$ cat src/rtl/pep_gram_arbiter.sv
// Per-bank access arbiter for the GLWE RAM: round-robin grant per bank, registered bank command,
// read-return routing and a starvation monitor. Define PEP_GRAM_ARB_ACC_PRIO_EN for actor-0 strict priority.
module pep_gram_arbiter #(
  parameter int GRAM_NB    = 4,
  parameter int ACTOR_NB   = 4,
  parameter int ADD_W      = 16,
  parameter int DATA_W     = 64,
  parameter int RAM_RD_LAT = 2,
  parameter int STARVE_MAX = 255,
  localparam int GID_W = (GRAM_NB > 1) ? $clog2(GRAM_NB) : 1,
  localparam int AID_W = (ACTOR_NB > 1) ? $clog2(ACTOR_NB) : 1
) (
  input  logic                        clk,
  input  logic                        a_rst_n,
  input  logic [ACTOR_NB-1:0]         req_vld,
  output logic [ACTOR_NB-1:0]         req_rdy,
  input  logic [ACTOR_NB*GID_W-1:0]   req_gid,
  input  logic [ACTOR_NB-1:0]         req_we,
  input  logic [ACTOR_NB*ADD_W-1:0]   req_add,
  input  logic [ACTOR_NB*DATA_W-1:0]  req_wdata,
  output logic [GRAM_NB-1:0]          ram_en,
  output logic [GRAM_NB-1:0]          ram_we,
  output logic [GRAM_NB*ADD_W-1:0]    ram_add,
  output logic [GRAM_NB*DATA_W-1:0]   ram_wdata,
  input  logic [GRAM_NB*DATA_W-1:0]   ram_rdata,
  output logic [ACTOR_NB-1:0]         rsp_vld,
  output logic [ACTOR_NB*DATA_W-1:0]  rsp_data,
  output logic                        error
);

  localparam int CNT_RAW = $clog2(STARVE_MAX + 1);
  localparam int CNT_W   = (CNT_RAW > 8) ? CNT_RAW : 8;
  localparam logic [CNT_W-1:0] STARVE_C = CNT_W'(STARVE_MAX);

  function automatic logic [AID_W-1:0] wrap_id(input logic [AID_W-1:0] base, input int off);
    int sum;
    sum = (int'(base) + off) % ACTOR_NB;
    return sum[AID_W-1:0];
  endfunction

  logic [ACTOR_NB-1:0]         cand_s [GRAM_NB];
  logic [GRAM_NB-1:0]          gnt_vld_s;
  logic [AID_W-1:0]            gnt_id_s [GRAM_NB];
  logic [AID_W-1:0]            scan_id_s;
  logic                        scan_hit_s;
  logic [AID_W-1:0]            rr_d [GRAM_NB];
  logic [AID_W-1:0]            rr_q [GRAM_NB];
  logic [ACTOR_NB-1:0]         req_rdy_s;

  logic [GRAM_NB-1:0]          ram_en_d, ram_en_q;
  logic [GRAM_NB-1:0]          ram_we_d, ram_we_q;
  logic [GRAM_NB*ADD_W-1:0]    ram_add_d, ram_add_q;
  logic [GRAM_NB*DATA_W-1:0]   ram_wdata_d, ram_wdata_q;
  logic [AID_W-1:0]            ram_id_q [GRAM_NB];

  logic [RAM_RD_LAT-1:0]       pipe_vld_q [GRAM_NB];
  logic [AID_W-1:0]            pipe_id_q [GRAM_NB][RAM_RD_LAT];
  logic [ACTOR_NB-1:0]         rsp_vld_d, rsp_vld_q;
  logic [ACTOR_NB*DATA_W-1:0]  rsp_data_d, rsp_data_q;
  logic                        rsp_hit_s;

  logic [CNT_W-1:0]            cnt_d [ACTOR_NB];
  logic [CNT_W-1:0]            cnt_q [ACTOR_NB];
  logic                        err_d, err_q;

  // Candidate matrix: actor a wants bank b.
  always_comb begin
    for (int b = 0; b < GRAM_NB; b++) begin
      for (int a = 0; a < ACTOR_NB; a++) begin
        cand_s[b][a] = req_vld[a] && (req_gid[a*GID_W +: GID_W] == GID_W'(b));
      end
    end
  end

  // Per-bank grant: first candidate at or after rr, scanning with wrap; pointer advance.
  always_comb begin
    scan_id_s  = '0;
    scan_hit_s = 1'b0;
    for (int b = 0; b < GRAM_NB; b++) begin
`ifdef PEP_GRAM_ARB_ACC_PRIO_EN
      gnt_vld_s[b] = cand_s[b][0];
`else
      gnt_vld_s[b] = 1'b0;
`endif
      gnt_id_s[b] = '0;
      for (int k = 0; k < ACTOR_NB; k++) begin
        scan_id_s = wrap_id(rr_q[b], k);
`ifdef PEP_GRAM_ARB_ACC_PRIO_EN
        scan_hit_s = !gnt_vld_s[b] && (scan_id_s != '0) && cand_s[b][scan_id_s];
`else
        scan_hit_s = !gnt_vld_s[b] && cand_s[b][scan_id_s];
`endif
        gnt_id_s[b]  = scan_hit_s ? scan_id_s : gnt_id_s[b];
        gnt_vld_s[b] = gnt_vld_s[b] | scan_hit_s;
      end
`ifdef PEP_GRAM_ARB_ACC_PRIO_EN
      // A priority grant to actor 0 leaves the pointer of the other actors untouched.
      rr_d[b] = (gnt_vld_s[b] && (gnt_id_s[b] != '0)) ? wrap_id(gnt_id_s[b], 1) : rr_q[b];
`else
      rr_d[b] = gnt_vld_s[b] ? wrap_id(gnt_id_s[b], 1) : rr_q[b];
`endif
    end
  end

  // Ready back to each actor from whichever bank granted it.
  always_comb begin
    req_rdy_s = '0;
    for (int a = 0; a < ACTOR_NB; a++) begin
      for (int b = 0; b < GRAM_NB; b++) begin
        req_rdy_s[a] = req_rdy_s[a] | (gnt_vld_s[b] && (gnt_id_s[b] == AID_W'(a)));
      end
    end
  end

  // Next bank command: winner fields on a grant, address/data hold otherwise.
  always_comb begin
    ram_en_d    = gnt_vld_s;
    ram_we_d    = '0;
    ram_add_d   = ram_add_q;
    ram_wdata_d = ram_wdata_q;
    for (int b = 0; b < GRAM_NB; b++) begin
      ram_we_d[b] = gnt_vld_s[b] & req_we[gnt_id_s[b]];
      ram_add_d[b*ADD_W +: ADD_W] = gnt_vld_s[b] ?
        req_add[int'(gnt_id_s[b])*ADD_W +: ADD_W] : ram_add_q[b*ADD_W +: ADD_W];
      ram_wdata_d[b*DATA_W +: DATA_W] = gnt_vld_s[b] ?
        req_wdata[int'(gnt_id_s[b])*DATA_W +: DATA_W] : ram_wdata_q[b*DATA_W +: DATA_W];
    end
  end

  // Route each bank's pipe output to its requesting actor; data holds when idle.
  always_comb begin
    rsp_vld_d  = '0;
    rsp_data_d = rsp_data_q;
    rsp_hit_s  = 1'b0;
    for (int a = 0; a < ACTOR_NB; a++) begin
      for (int b = 0; b < GRAM_NB; b++) begin
        rsp_hit_s = pipe_vld_q[b][RAM_RD_LAT-1] && (pipe_id_q[b][RAM_RD_LAT-1] == AID_W'(a));
        rsp_vld_d[a] = rsp_vld_d[a] | rsp_hit_s;
        rsp_data_d[a*DATA_W +: DATA_W] = rsp_hit_s ?
          ram_rdata[b*DATA_W +: DATA_W] : rsp_data_d[a*DATA_W +: DATA_W];
      end
    end
  end

  // Starvation counters saturate at STARVE_MAX; error fires only on the arrival step.
  always_comb begin
    err_d = 1'b0;
    for (int a = 0; a < ACTOR_NB; a++) begin
      if (!req_vld[a] || req_rdy_s[a]) begin
        cnt_d[a] = '0;
      end else if (cnt_q[a] == STARVE_C) begin
        cnt_d[a] = cnt_q[a];
      end else begin
        cnt_d[a] = cnt_q[a] + CNT_W'(1);
      end
      err_d = err_d | ((cnt_d[a] == STARVE_C) && (cnt_q[a] != STARVE_C));
    end
  end

  // Arbitration state, bank command and starvation registers.
  always_ff @(posedge clk or negedge a_rst_n) begin
    if (!a_rst_n) begin
      ram_en_q    <= '0;
      ram_we_q    <= '0;
      ram_add_q   <= '0;
      ram_wdata_q <= '0;
      err_q       <= 1'b0;
      for (int b = 0; b < GRAM_NB; b++) begin
        rr_q[b]     <= '0;
        ram_id_q[b] <= '0;
      end
      for (int a = 0; a < ACTOR_NB; a++) begin
        cnt_q[a] <= '0;
      end
    end else begin
      ram_en_q    <= ram_en_d;
      ram_we_q    <= ram_we_d;
      ram_add_q   <= ram_add_d;
      ram_wdata_q <= ram_wdata_d;
      err_q       <= err_d;
      for (int b = 0; b < GRAM_NB; b++) begin
        rr_q[b]     <= rr_d[b];
        ram_id_q[b] <= gnt_id_s[b];
      end
      for (int a = 0; a < ACTOR_NB; a++) begin
        cnt_q[a] <= cnt_d[a];
      end
    end
  end

  // Read-return pipes and response registers.
  always_ff @(posedge clk or negedge a_rst_n) begin
    if (!a_rst_n) begin
      rsp_vld_q  <= '0;
      rsp_data_q <= '0;
      for (int b = 0; b < GRAM_NB; b++) begin
        pipe_vld_q[b] <= '0;
        for (int s = 0; s < RAM_RD_LAT; s++) begin
          pipe_id_q[b][s] <= '0;
        end
      end
    end else begin
      rsp_vld_q  <= rsp_vld_d;
      rsp_data_q <= rsp_data_d;
      for (int b = 0; b < GRAM_NB; b++) begin
        pipe_vld_q[b][0] <= ram_en_q[b] & ~ram_we_q[b];
        pipe_id_q[b][0]  <= ram_id_q[b];
        for (int s = 1; s < RAM_RD_LAT; s++) begin
          pipe_vld_q[b][s] <= pipe_vld_q[b][s-1];
          pipe_id_q[b][s]  <= pipe_id_q[b][s-1];
        end
      end
    end
  end

  assign req_rdy   = req_rdy_s;
  assign ram_en    = ram_en_q;
  assign ram_we    = ram_we_q;
  assign ram_add   = ram_add_q;
  assign ram_wdata = ram_wdata_q;
  assign rsp_vld   = rsp_vld_q;
  assign rsp_data  = rsp_data_q;
  assign error     = err_q;

endmodule

$ cat config.mk
export PLATFORM = sky130hd
export DESIGN_NAME = pep_gram_arbiter
export DESIGN_NICKNAME = d
export VERILOG_FILES = /design/src/rtl/pep_gram_arbiter.sv
export SDC_FILE = /design/constraint.sdc
export NUM_CORES = 2
export LEC_CHECK = 0
export CORE_AREA = 2 2 461 463
export CTS_BUF_LIST = sky130_fd_sc_hd__clkbuf_16
export DETAILED_ROUTE_END_ITERATION = 12
export DIE_AREA = 0 0 463 465
export PLACE_DENSITY = 0.38
export SLEW_MARGIN = 10
export SYNTH_ARGS = -nofsm -noshare
export SYNTH_HDL_FRONTEND = slang
export SYNTH_SLANG_ARGS = --single-unit
$ cat constraint.sdc
create_clock -name clk -period 8.7 [get_ports clk]
set_input_delay 0.87 -clock clk [delete_from_list [all_inputs] [get_ports clk]]
set_output_delay 0.87 -clock clk [all_outputs]
set_load 0.005 [all_outputs]
After elaboration in Yosys (flattened, before gate mapping)
Cells that the tools add are included.
{ "word_totals": {"ff_bits": 661, "input_bits": 594, "output_inout_bits": 593, "wordCells": 367} }
{ "classes": {"n_addsub": 20, "order_cmp": 20, "n_eq_ne": 48, "shifts": 8, "mux": 80, "bitwise": 51, "reduce_logical": 100} }
{ "ops": {"columns": ["cell", "count"], "rows": [
  ["$mux W64", 16],
  ["$shiftx A256 B9 Y64", 4],
  ["$shiftx A64 B7 Y16", 4],
  ["$eq A8 B8 Y1 const B", 8],
  ["$logic_and A1 B1 Y1", 64],
  ["$mux W8", 8],
  ["$lt A2 B3 Y1 const B", 20],
  ["$eq A2 B2 Y1 const B", 24],
  ["$bmux W1 S2", 20],
  ["$or A1 B1 Y1", 39],
  ["$add A8 B1 Y8 const B", 4],
  ["$mux W2", 16],
  ["$ne A8 B8 Y1 const B", 4],
  ["$eq A2 B1 Y1 const B", 12],
  ["$logic_not A2 Y1", 12],
  ["$mux W1", 20],
  ["$add A2 B1 Y2 const B", 8],
  ["$add A2 B2 Y2 const B", 8],
  ["$logic_not A1 Y1", 16],
  ["$reduce_bool A4 Y1", 4],
  ["$and A1 B1 Y1", 8],
  ["$logic_or A1 B1 Y1", 4],
  ["$not A1 Y1", 4]
]} }

Depth between registers and ports, before layout
{ "logic_depth": {"word_depth": 25, "mapped_depth": 13, "ltp_nobuf": 10} }

Worst setup path after synthesis
Ideal clock, no wire load.
{ "synth_path": {"kind": "input -> output", "start": "in req_vld[0]", "end": "out req_rdy[1]", "t_arrival_ns": 2.992, "t_required_ns": 7.830, "setup_slack_ns": 4.838, "stages": 12, "n_path_buf": 3, "path_cell_list": "buf_2 -> nand3b_1 -> nor2_1 -> nor3b_1 -> a2bb2oi_1 -> clkbuf_1 -> buf_2 -> inv_1 -> ha_1 -> a222oi_1 -> and2_1 -> inv_1"} }
{ "synth_lines": {"columns": ["item", "line_no", "rtl"], "rows": [
  ["start: declaration", "15", "input logic [ACTOR_NB-1:0] req_vld,"],
  ["end: declaration", "16", "output logic [ACTOR_NB-1:0] req_rdy,"]
]} }

Worst setup path in the final report
{ "layout_path": {"start": "in req_vld[0]", "end": "out req_rdy[0]"} }
{ "layout_via": {"elab_chain_len": 17, "elab_cells_between_ends": 99} }
{ "layout_rtl": {"columns": ["item", "line_no", "rtl"], "rows": [
  ["$logic_and A1 B1 Y1", "70", "cand_s[b][a] = req_vld[a] && (req_gid[a*GID_W +: GID_W] == GID_W'(b));"],
  ["$bmux W1 S2", "91", "scan_hit_s = !gnt_vld_s[b] && cand_s[b][scan_id_s];"],
  ["$mux W1 (implied by the code)", "91", null],
  ["$logic_not A1 Y1", "91", null],
  ["$logic_and A1 B1 Y1", "91", null],
  ["$or A1 B1 Y1", "94", "gnt_vld_s[b] = gnt_vld_s[b] | scan_hit_s;"],
  ["$logic_not A1 Y1", "91", null],
  ["$logic_and A1 B1 Y1", "91", null],
  ["$or A1 B1 Y1", "94", null],
  ["$logic_not A1 Y1", "91", null],
  ["$logic_and A1 B1 Y1", "91", null],
  ["$mux W2", "93", "gnt_id_s[b] = scan_hit_s ? scan_id_s : gnt_id_s[b];"],
  ["$logic_not A2 Y1", "110", "req_rdy_s[a] = req_rdy_s[a] | (gnt_vld_s[b] && (gnt_id_s[b] == AID_W'(a)));"],
  ["$logic_and A1 B1 Y1", "110", null],
  ["$or A1 B1 Y1 (2 in series)", "110", null],
  ["$or A1 B1 Y1 *", "110", null]
]} }
Mark *: on every way between the ends. The rest lies on a longest branch, timed or not. The select of a mux whose other input is x is not followed.

==> summary.txt <==
Global routing
  – First-pass GRT wire length: 344 mm
  – Initial antenna violation count: 95
  – Gr usage total: 0.222
  – Total gr overflow: 0
  – Largest net degree at the start of global routing: approximately 140
  – Vias in the first global route: 40.0k

Clock tree
  – Num Clock Sinks: 661
  – CTS root buffer: clkbuf_16
  – CTS tree: built
  – CTS max path bufs: 3
  – Post-CTS Setup Inserts: 0
  – CTS Buf Count: 96
  – CTS HTree Levels: 3
  – CTS Hold Buffers Added: 0
  – CTS resizes: 0
  – Worst-Skew Late Latency: 740 ps
  – Clock transition at path regs: 60 ps

Outcome
  – Outcome: finished clean

STA
  – FMAX: 178 MHz
  – Tcrit/Tclk final: 0.645
  – RSZ-0062 raised after global routing: no
  – Clk_skew: 40.6 ps
  – Worst relative slew slack: 0.232
  – Max-slew violations: 0
  – Setup_tns: 0 ps
  – Final setup violating endpoints: 0
  – Hold Worst Slack: 87.0 ps
  – Hold Fails Final Rpt: 0
  – Setup WS post-layout: 3090 ps
  – Clock period minus worst slack: 5610 ps
  – Worst slew pin tran: around 1200 ps

Synth
  – Yosys top cell area share: 0.410
  – #FFs+latches synth: 661
  – Avg Inst Size Synth: a little over 9 sq um
  – Synth area leader: dfrtp_1
  – Most frequent cell after synthesis: mux2i_1
  – Post-synth top cells: 747 x mux2i_1, 674 x nor2_1, 661 x dfrtp_1
  – Syn Nets: slightly below 5k
  – Top area cells in the synthesized netlist: dfrtp_1 41%, mux2i_1 19%, a211oi_1 6.3%, nor2_1 6.3%, a21oi_1 5.9%
  – Post-synthesis sequential area ratio: 0.410
  – Post-synth EDFFs: 0
  – Unique masters post-synth: 65
  – Top_reg_cell synth: dfrtp_1
  – Fraction of registers with async set/reset: 1.00
  – Gate count after technology mapping: roughly 4.4k
  – Mapped Area: 40400 sq um
  – Synthesis Warnings: 0

Detailed routing
  – DRC violations left: 0
  – Vias/cell: 4.85
  – Drt pass-1 iters: 8
  – Wire length per cell: 30.2 um
  – Post-DRT Antenna Nets: 0
  – Initial drt markers: 2555
  – Drt total wl: 249 mm
  – Via count: 40.1k

Critical path
  – CP peak stage delay: around 760 ps
  – Critical path launch point: req_vld[0]
  – Cell chain of the critical path: clkdlybuf4s50_1 > nand3b_1 > nor2_1 > nor3b_1 > o22a_4 > inv_1 > ha_1 > a222oi_1 > nand2b_1 > clkdlybuf4s50_1
  – Crit-path max FO: 46
  – Reg2Reg Setup Slack: 4710 ps
  – R2r endpoint: rsp_data[26]
  – RR Startpoint: pipe_vld_q[3]
  – Crit path max-delay cell type: o22a_4
  – Critical Path AT: 4740 ps
  – CP startpoint kind: input port
  – CP Capture Type: output pin
  – Most used cell, CP: clkdlybuf4s50_1
  – R2R cell count: 7
  – Critical path class: in -> out
  – Worst path required time: 7830 ps

Finish
  – Layout cells sized above 1: 0.0533
  – Fin nets: 5936
  – Area growth syn-to-layout: 43.3%

Die
  – Core area: approximately 210000 sq um
  – Die Y: approximately 470 um
  – Starting density of the core: 0.192
  – Site row count: 169
  – Die Area: 215000 sq um
  – Top Ports: 1187
  – Die width: 463 um

Power and ir drop
  – Power Density: 253 nW/um^2
  – Clock share of power: 0.268
  – Leakage: 23.0 nW
  – Reg power frac: 0.332
  – Sw Pwr: approximately 5.5 mW
  – Sw Share: 0.374
  – Int Power: just over 9 mW
  – Logic pwr share: 0.400
  – Worst VDD drop: between 150 and 200 uV

Placement
  – IO Port Bufs: about 1.2k
  – DP Worst Slack: roughly 3100 ps
  – Routability cong.: 0.894
  – Post-DP HPWL: 177 mm

Hold path
  – Hold crit path type: in -> async

Job
  – Max capacitance violation total: 0
[state kept, by name, indices dropped and copies added, names as in the netlist]
| register | cells |
|---|---|
| ram_wdata | 256 |
| rsp_data | 256 |
| ram_add | 64 |
| cnt_q | 32 |
| pipe_id_q | 16 |
| pipe_vld_q | 8 |
| ram_id_q | 8 |
| rr_q | 8 |
| ram_en | 4 |
| ram_we | 4 |
| rsp_vld | 4 |
| error | 1 |
[per-stage QoR]
| stage | utilization | power, mW | area (sq um) | cells |
|---|---|---|---|---|
| 3_5_place_dp | 0.260 | 10.8 | 54800 | 8049 |
| 6_report | 0.274 | 14.7 | 57900 | 8269 |
| 3_3_place_gp | 0.260 | 10.8 | 54800 | 8049 |
| 2_1_floorplan | - | 6.78 | 40400 | 4360 |
| 5_1_grt | 0.274 | 15.5 | 57800 | 8252 |
| 4_1_cts | 0.274 | 14.9 | 57800 | 8222 |
[kinds of logic after synthesis]
logic type,count (synthesis),synth area share
flops,661,0.410
simple gates,1187,0.124
mux,834,0.210
xor+xnor,14,0.00304
buf+inv,404,0.0476
compound gates,1244,0.201
fa+ha+maj,16,0.00496
[layer usage]
metal,global-route usage,vias up,part of all wire,wire [um]
met2,0.370,1568,0.47,118000
met3,0.0825,332,0.092,22800
met5,0,-,0.0013,318
met1,0.260,20100,0.40,99200
li1,-,18000,-,-
met4,0.0837,52,0.035,8800
[power by group through the flow]
stage | sequential, mW | clock (mW) | combinational (mW)
after detailed placement | 4.91 | 0 | 5.92
after floorplan | 4.71 | 0 | 2.07
after global placement | 4.91 | 0 | 5.93
final | 4.87 | 3.93 | 5.87
after CTS | 4.89 | 4.08 | 5.96
after global routing | 4.98 | 4.19 | 6.31
[layout make-up]
class	instances	area, sq um
Tap cell	2821	3530
Sequential cell	661	16500
Multi-Input combinational cell	3295	22100
Clock inverter	77	589
Clock buffer	96	2400
Timing Repair Buffer	1256	12500
Fill cell	22500	153000
Antenna cell	47	118
Inverter	16	63.8
[cell usage in the layout (no fill, tap or decap), types with 6 or more instances in the layout]
master and instances:
clkinv_1 20, o22ai_1 85, mux2_1 68, nand3b_1 13
nor3_1 6, xnor2_1 6, nand3_1 23, clkinv_2 18
o211ai_1 6, dfrtp_1 661, buf_4 61, mux2i_1 747
a211oi_1 339, nand4_1 10, clkdlybuf4s50_1 1185, nand2_1 314
clkbuf_16 96, o21ai_0 145, a21oi_1 475, ha_1 16
inv_1 36, and2_1 6, nor2_1 672, bufinv_16 7
xor2_1 8, diode_2 47, buf_12 9, a221oi_2 31
a221oi_1 129, and3_1 87, mux2_2 17
[worst max-delay path by stage]
| stage | to | cells past startpoint |
|---|---|---|
| CTS | req_rdy[0] | 10 |
| global route | req_rdy[0] | 10 |
| finish | req_rdy[0] | 10 |
| detailed placement | req_rdy[0] | 10 |
| floorplan | req_rdy[1] | 12 |
| global placement | req_rdy[0] | 10 |
[critical path: cells and delay by family]
family,cells,cell delay [ps]
and+or+nand+nor,4,910
adders and majority gates,1,230
AOI/OAI and AO/OA,2,1300
buffers and inverters,3,1360
Power figures use the tool's default switching activity.
